<file path="config.mk">
export PLATFORM = sky130hd
export DESIGN_NAME = ysyx_25060173_bus_arbiter
export DESIGN_NICKNAME = d
export VERILOG_FILES = /design/src/rtl/ysyx_25060173_bus_arbiter_pkg.sv /design/src/rtl/ysyx_25060173_bus_arbiter_reg.sv /design/src/rtl/ysyx_25060173_bus_arbiter.sv
export SDC_FILE = /design/constraint.sdc
export NUM_CORES = 1
export LEC_CHECK = 0
export ABC_AREA = 1
export ABC_CLOCK_PERIOD_IN_PS = 1900
export BUFFER_PORTS_ARGS = -buffer_cell sky130_fd_sc_hd__buf_2
export CAP_MARGIN = 40
export CORE_AREA = 3 3 123 125
export CTS_BUF_LIST = sky130_fd_sc_hd__clkbuf_16
export CTS_CLUSTER_SIZE = 10
export DETAILED_ROUTE_END_ITERATION = 10
export DIE_AREA = 0 0 126 128
export HOLD_SLACK_MARGIN = 0.05
export SYNTH_ARGS = -nofsm -noshare
export SYNTH_HDL_FRONTEND = slang
export SYNTH_SLANG_ARGS = --single-unit
</file>
<file path="constraint.sdc">
create_clock -name clk -period 1.9 [get_ports clk]
set_input_delay 0.475 -clock clk [delete_from_list [all_inputs] [get_ports clk]]
set_output_delay 0.475 -clock clk [all_outputs]
set_load 0.05 [all_outputs]
</file>
<file path="src/rtl/ysyx_25060173_bus_arbiter_pkg.sv">
// Shared definitions for the two-master shared-memory bus arbiter.
// Holds the FSM state encodings, the master ids and the grant-selection helper.
package ysyx_25060173_bus_arbiter_pkg;

  typedef enum logic [1:0] {
    ST_IDLE = 2'd0,
    ST_REQ  = 2'd1,
    ST_RESP = 2'd2
  } arb_state_t;

  localparam logic MASTER_IFU = 1'b0;
  localparam logic MASTER_LSU = 1'b1;

  // On contention the master that was not granted last time wins.
  function automatic logic pick_master(input logic m0_valid, input logic m1_valid,
                                       input logic last_grant);
    if (m0_valid && m1_valid) return ~last_grant;
    else if (m1_valid)        return MASTER_LSU;
    else                      return MASTER_IFU;
  endfunction

endpackage

</file>
<file path="src/rtl/ysyx_25060173_bus_arbiter_reg.sv">
// Team register template: load-enabled register, asynchronous active-low reset.
module ysyx_25060173_Reg #(
  parameter int                WIDTH     = 1,
  parameter logic [WIDTH-1:0]  RESET_VAL = '0
) (
  input  logic             clk,
  input  logic             rst,
  input  logic [WIDTH-1:0] din,
  input  logic             wen,
  output logic [WIDTH-1:0] dout
);

  always_ff @(posedge clk or negedge rst) begin
    if (!rst)     dout <= RESET_VAL;
    else if (wen) dout <= din;
  end

endmodule

</file>
<file path="src/rtl/ysyx_25060173_bus_arbiter.sv">
// Round-robin arbiter letting the IFU (m0) and LSU (m1) share one memory slave,
// with exactly one transaction in flight at a time.
module ysyx_25060173_bus_arbiter
  import ysyx_25060173_bus_arbiter_pkg::*;
#(
  parameter int ADDR_W = 32,
  parameter int DATA_W = 32
) (
  input  logic                clk,
  input  logic                rst,
  input  logic                m0_req_valid,
  output logic                m0_req_ready,
  input  logic [ADDR_W-1:0]   m0_addr,
  input  logic                m0_wen,
  input  logic [DATA_W-1:0]   m0_wdata,
  input  logic [DATA_W/8-1:0] m0_wmask,
  output logic                m0_rsp_valid,
  input  logic                m0_rsp_ready,
  output logic [DATA_W-1:0]   m0_rdata,
  input  logic                m1_req_valid,
  output logic                m1_req_ready,
  input  logic [ADDR_W-1:0]   m1_addr,
  input  logic                m1_wen,
  input  logic [DATA_W-1:0]   m1_wdata,
  input  logic [DATA_W/8-1:0] m1_wmask,
  output logic                m1_rsp_valid,
  input  logic                m1_rsp_ready,
  output logic [DATA_W-1:0]   m1_rdata,
  output logic                s_req_valid,
  input  logic                s_req_ready,
  output logic [ADDR_W-1:0]   s_addr,
  output logic                s_wen,
  output logic [DATA_W-1:0]   s_wdata,
  output logic [DATA_W/8-1:0] s_wmask,
  input  logic                s_rsp_valid,
  output logic                s_rsp_ready,
  input  logic [DATA_W-1:0]   s_rdata
);

  localparam int MASK_W = DATA_W / 8;
  localparam int PAY_W  = ADDR_W + 1 + DATA_W + MASK_W;

  arb_state_t         r_state;
  arb_state_t         w_next;
  logic               w_grant;
  logic               w_grant_id;
  logic               w_rsp_ready;
  logic [PAY_W-1:0]   w_pay_in;
  logic [PAY_W-1:0]   r_pay;
  logic               r_owner;
  logic               r_last;

  assign w_grant_id = pick_master(m0_req_valid, m1_req_valid, r_last);
  assign w_pay_in   = (w_grant_id == MASTER_LSU) ? {m1_addr, m1_wen, m1_wdata, m1_wmask}
                                                 : {m0_addr, m0_wen, m0_wdata, m0_wmask};
  assign {s_addr, s_wen, s_wdata, s_wmask} = r_pay;

  ysyx_25060173_Reg #(.WIDTH(PAY_W), .RESET_VAL('0)) u_payload (
    .clk(clk), .rst(rst), .din(w_pay_in), .wen(w_grant), .dout(r_pay)
  );

  ysyx_25060173_Reg #(.WIDTH(1), .RESET_VAL(MASTER_IFU)) u_owner (
    .clk(clk), .rst(rst), .din(w_grant_id), .wen(w_grant), .dout(r_owner)
  );

  // Reset value "last = LSU" makes the IFU win the first contention.
  ysyx_25060173_Reg #(.WIDTH(1), .RESET_VAL(MASTER_LSU)) u_last (
    .clk(clk), .rst(rst), .din(w_grant_id), .wen(w_grant), .dout(r_last)
  );

  always_ff @(posedge clk or negedge rst) begin
    if (!rst) r_state <= ST_IDLE;
    else      r_state <= w_next;
  end

  // Grant is qualified with rst so no ready escapes while reset is held.
  always_comb begin
    w_next       = r_state;
    w_grant      = 1'b0;
    w_rsp_ready  = 1'b0;
    s_req_valid  = 1'b0;
    m0_rsp_valid = 1'b0;
    m1_rsp_valid = 1'b0;
    m0_rdata     = '0;
    m1_rdata     = '0;
    case (r_state)
      ST_IDLE: begin
        if (rst && (m0_req_valid || m1_req_valid)) begin
          w_grant = 1'b1;
          w_next  = ST_REQ;
        end
      end
      ST_REQ: begin
        s_req_valid = 1'b1;
        if (s_req_ready) w_next = ST_RESP;
      end
      ST_RESP: begin
        if (r_owner == MASTER_LSU) begin
          m1_rsp_valid = s_rsp_valid;
          m1_rdata     = s_rdata;
          w_rsp_ready  = m1_rsp_ready;
        end else begin
          m0_rsp_valid = s_rsp_valid;
          m0_rdata     = s_rdata;
          w_rsp_ready  = m0_rsp_ready;
        end
        if (s_rsp_valid && w_rsp_ready) w_next = ST_IDLE;
      end
      default: w_next = ST_IDLE;
    endcase
  end

  assign s_rsp_ready  = w_rsp_ready;
  assign m0_req_ready = w_grant && (w_grant_id == MASTER_IFU);
  assign m1_req_ready = w_grant && (w_grant_id == MASTER_LSU);

endmodule

</file>
==> run_results.csv <==
group,metric,value,unit
run_status,status,"finished with violations",
run_status,violations,"setup timing",
timing,tightestPinTransition,716,ps
critical_path,reg2reg_to,"u_payload.dout[47]",
global_route,grtUsageTotal,19.7,%
detailed_routing,dr.pass1.iters,4,
synthesis,synth_nets,839,
synthesis,syn-instance-count,661,
detailed_routing,num_vias,5241,
global_route,grt_start_max_net_pins,73,
clock_network,numClockSinks,73,
detailed_routing,drt_iter0_markers,199,
finish,synthToLayoutAreaGrowth,67.1,%
floorplanning,die_w,126,um
detailed_routing,drc,0,
global_route,antenna_found_initial,3,
global_route,grt_pass1_vias,4863,
detailed_routing,viasPerCell,4.55,
placed_design,place_hpwl,11900,um
finish,layout.nets,1143,
critical_path,end_kind,"output pin",
critical_path,cp_common_cell,"nor2_4",
critical_path,crit_family,"flip-flops",
pwr,ir_drop,0.839,mV
job,max_cap_violations,0,
critical_path,cp_cell_sequence,"nor2_4 -> nand2_4 -> clkbuf_16 -> nor2_4 -> buf_6",
timing,setup_viol,67,
timing,hold_violations,0,
detailed_routing,antenna_left,0,
synthesis,syn_area_per_cell,6.46,um^2
timing,fin_tns_setup,-5960,ps
critical_path,critPathLaunchType,"register",
detailed_routing,routedWlPerCell,15.1,um
critical_path,max_stage_delay,440,ps
critical_path,crit_path_start,"r_state[0]",
clock_network,cts_tree,"done",
critical_path,path_class,"register to output pin",
timing,rsz0062_at_grt,"yes",
finish,fin_cells,1152,
critical_path,critPathSlowestCell,"dfrtp_2",
critical_path,crit_path_max_fanout,8,
critical_path,cp_num_buf_inv,2,
clock_network,clk_pin_slew,60,ps
timing,period_minus_slack,2020,ps
clock_network,cts_buffers,9,
synthesis,yosysTopAreaCell,"dfrtp_1",
clock_network,h-tree-depth,3,
finish,final_cell_mix,"356 x nand2_1, 245 x buf_2, 71 x dfrtp_1",
timing,min_period_over_period,106,%
synthesis,ys_ff_latch,73,
placed_design,io_buffers,316,
global_route,grt_pass1_wl,25300,um
timing,report.final.slew_viol_count,0,
floorplanning,dieArea,16100,um^2
synthesis,synth_top_area_share,42.2,%
global_route,overflow,0,
synthesis,synth_warnings,0,
clock_network,holdBufCountCts,0,
floorplanning,ioPinCount,317,
finish,drive_above_1_share,44.6,%
critical_path,reg2reg_from,"r_state[1]",
detailed_routing,drt-total-wl,17400,um
synthesis,yosysSeqAreaShare,42.8,%
timing,fmax,0.495,GHz
synthesis,ys_top_cells_by_area,"dfrtp_1 42%, nand2_1 31%, nand3_1 8.1%",
timing,fin_worst_skew,5.11,ps
clock_network,cts_root_buffer,"clkbuf_16",
floorplanning,die_y,128,um
timing,relSlewSlack,52.3,%
pwr,cellLeakagePower,4.28,nW
floorplanning,std_cell_rows,43,
critical_path,crit_required,1420,ps
finish,layout_commonest_cell,"nand2_1",
placed_design,place.gp.congestion,0.783,
placed_design,post-place-ws,108,ps
critical_path,reg2reg_depth,8,
synthesis,mappedNetlistArea,4270,um^2
placed_design,dp_cells,1127,
clock_network,clockBufferDepth,2,
critical_path,critical_path_depth,5,
floorplanning,initial_core_util,30.5,%
finish,final_util,51.0,%
synthesis,synth.distinct_cells,17,
floorplanning,core_area,14000,um^2
critical_path,worstPathArrival,1540,ps
clock_network,insertion_delay,330,ps
critical_path,rrSetupSlack,190,ps
finish,nFillCells,1392,
timing,finalWorstSetupSlack,-120,ps
pwr,powerDensity,1760,nW/um^2
worst_hold_path,hp-class,"primary input to async pin",
==> power breakdown <==
part           leakage, nW  switching, mW  internal (mW)  total (mW)
Combinational         3.20           5.79           2.01        7.79
Sequential           0.912          0.445           2.37        2.81
Clock                0.167          0.668           1.28        1.95
Total                 4.28           6.90           5.66        12.6
==> worst max-delay path by stage <==
| stage | endpoint | slack (ps) |
|---|---|---|
| 2_1_floorplan | m0_rdata[0] | -90 |
| 3_3_place_gp | m0_req_ready | 90 |
| 3_5_place_dp | m0_req_ready | 110 |
| 4_1_cts | m0_rdata[16] | -80 |
| 5_1_grt | m0_rdata[14] | -180 |
| 6_report | m0_rdata[25] | -120 |
==> sequential cells by signal, indices dropped and copies added (netlist names) <==
signal,cells
u_payload.dout,69
r_state,2
u_last.dout,1
u_owner.dout,1
==> per-layer routing <==
layer	share of wire (%)	track usage, %	vias to the layer above
met4	2.9	7.82	2
li1	-	-	2600
met3	8.4	5.25	32
met1	36	21.6	2369
met5	0.075	0	-
met2	52	36.1	238
==> cell families after synthesis <==
kind of cell / count (synthesis) / synth area share (%)
AND/OR/NAND/NOR: 506 / 47.7
AO/OA/AOI/OAI: 1 / 0.176
flip-flops: 73 / 42.8
buffers and inverters: 81 / 9.26
==> cell usage after synthesis <==
| master | instances |
|---|---|
| inv_1 | 38 |
| nand2_1 | 358 |
| clkbuf_1 | 10 |
| dfrtp_1 | 72 |
| o31ai_1 | 1 |
| buf_2 | 22 |
| and2_1 | 1 |
| buf_4 | 3 |
| nor2_2 | 2 |
| dfstp_2 | 1 |
| nand2_2 | 3 |
| buf_6 | 7 |
| nor2_1 | 68 |
| inv_2 | 1 |
| nand3_1 | 69 |
| nand2_4 | 2 |
| nor2_4 | 3 |
==> metrics by stage <==
stage,total power [mW],hold slack (ps),area [um^2]
after floorplan,8.10,179,4270
after global placement,9.89,410,5980
after detailed placement,9.92,416,6000
after CTS,12.4,59.2,6880
after global routing,13.3,68.6,7140
final,12.6,72.4,7140
==> layout make-up <==
cell class | count | area, um^2 | area share [%]
timing repair buffer | 335 | 2300 | 32.2
multi-input combinational | 507 | 2290 | 32.0
sequential | 73 | 1830 | 25.6
clock buffer | 9 | 225 | 3.16
tap | 180 | 225 | 3.16
inverter | 39 | 146 | 2.05
clock inverter | 7 | 119 | 1.67
antenna | 2 | 5.00 | 0.0701
==> repair_timing <==
action / CTS / global route
setup endpoints to repair: 68 / 118
gates cloned: 1 / 2
pin swaps: 4 / 7
buffers inserted: 5 / 1
gates resized for setup: 163 / 65
(Power assumes the default switching activity.)
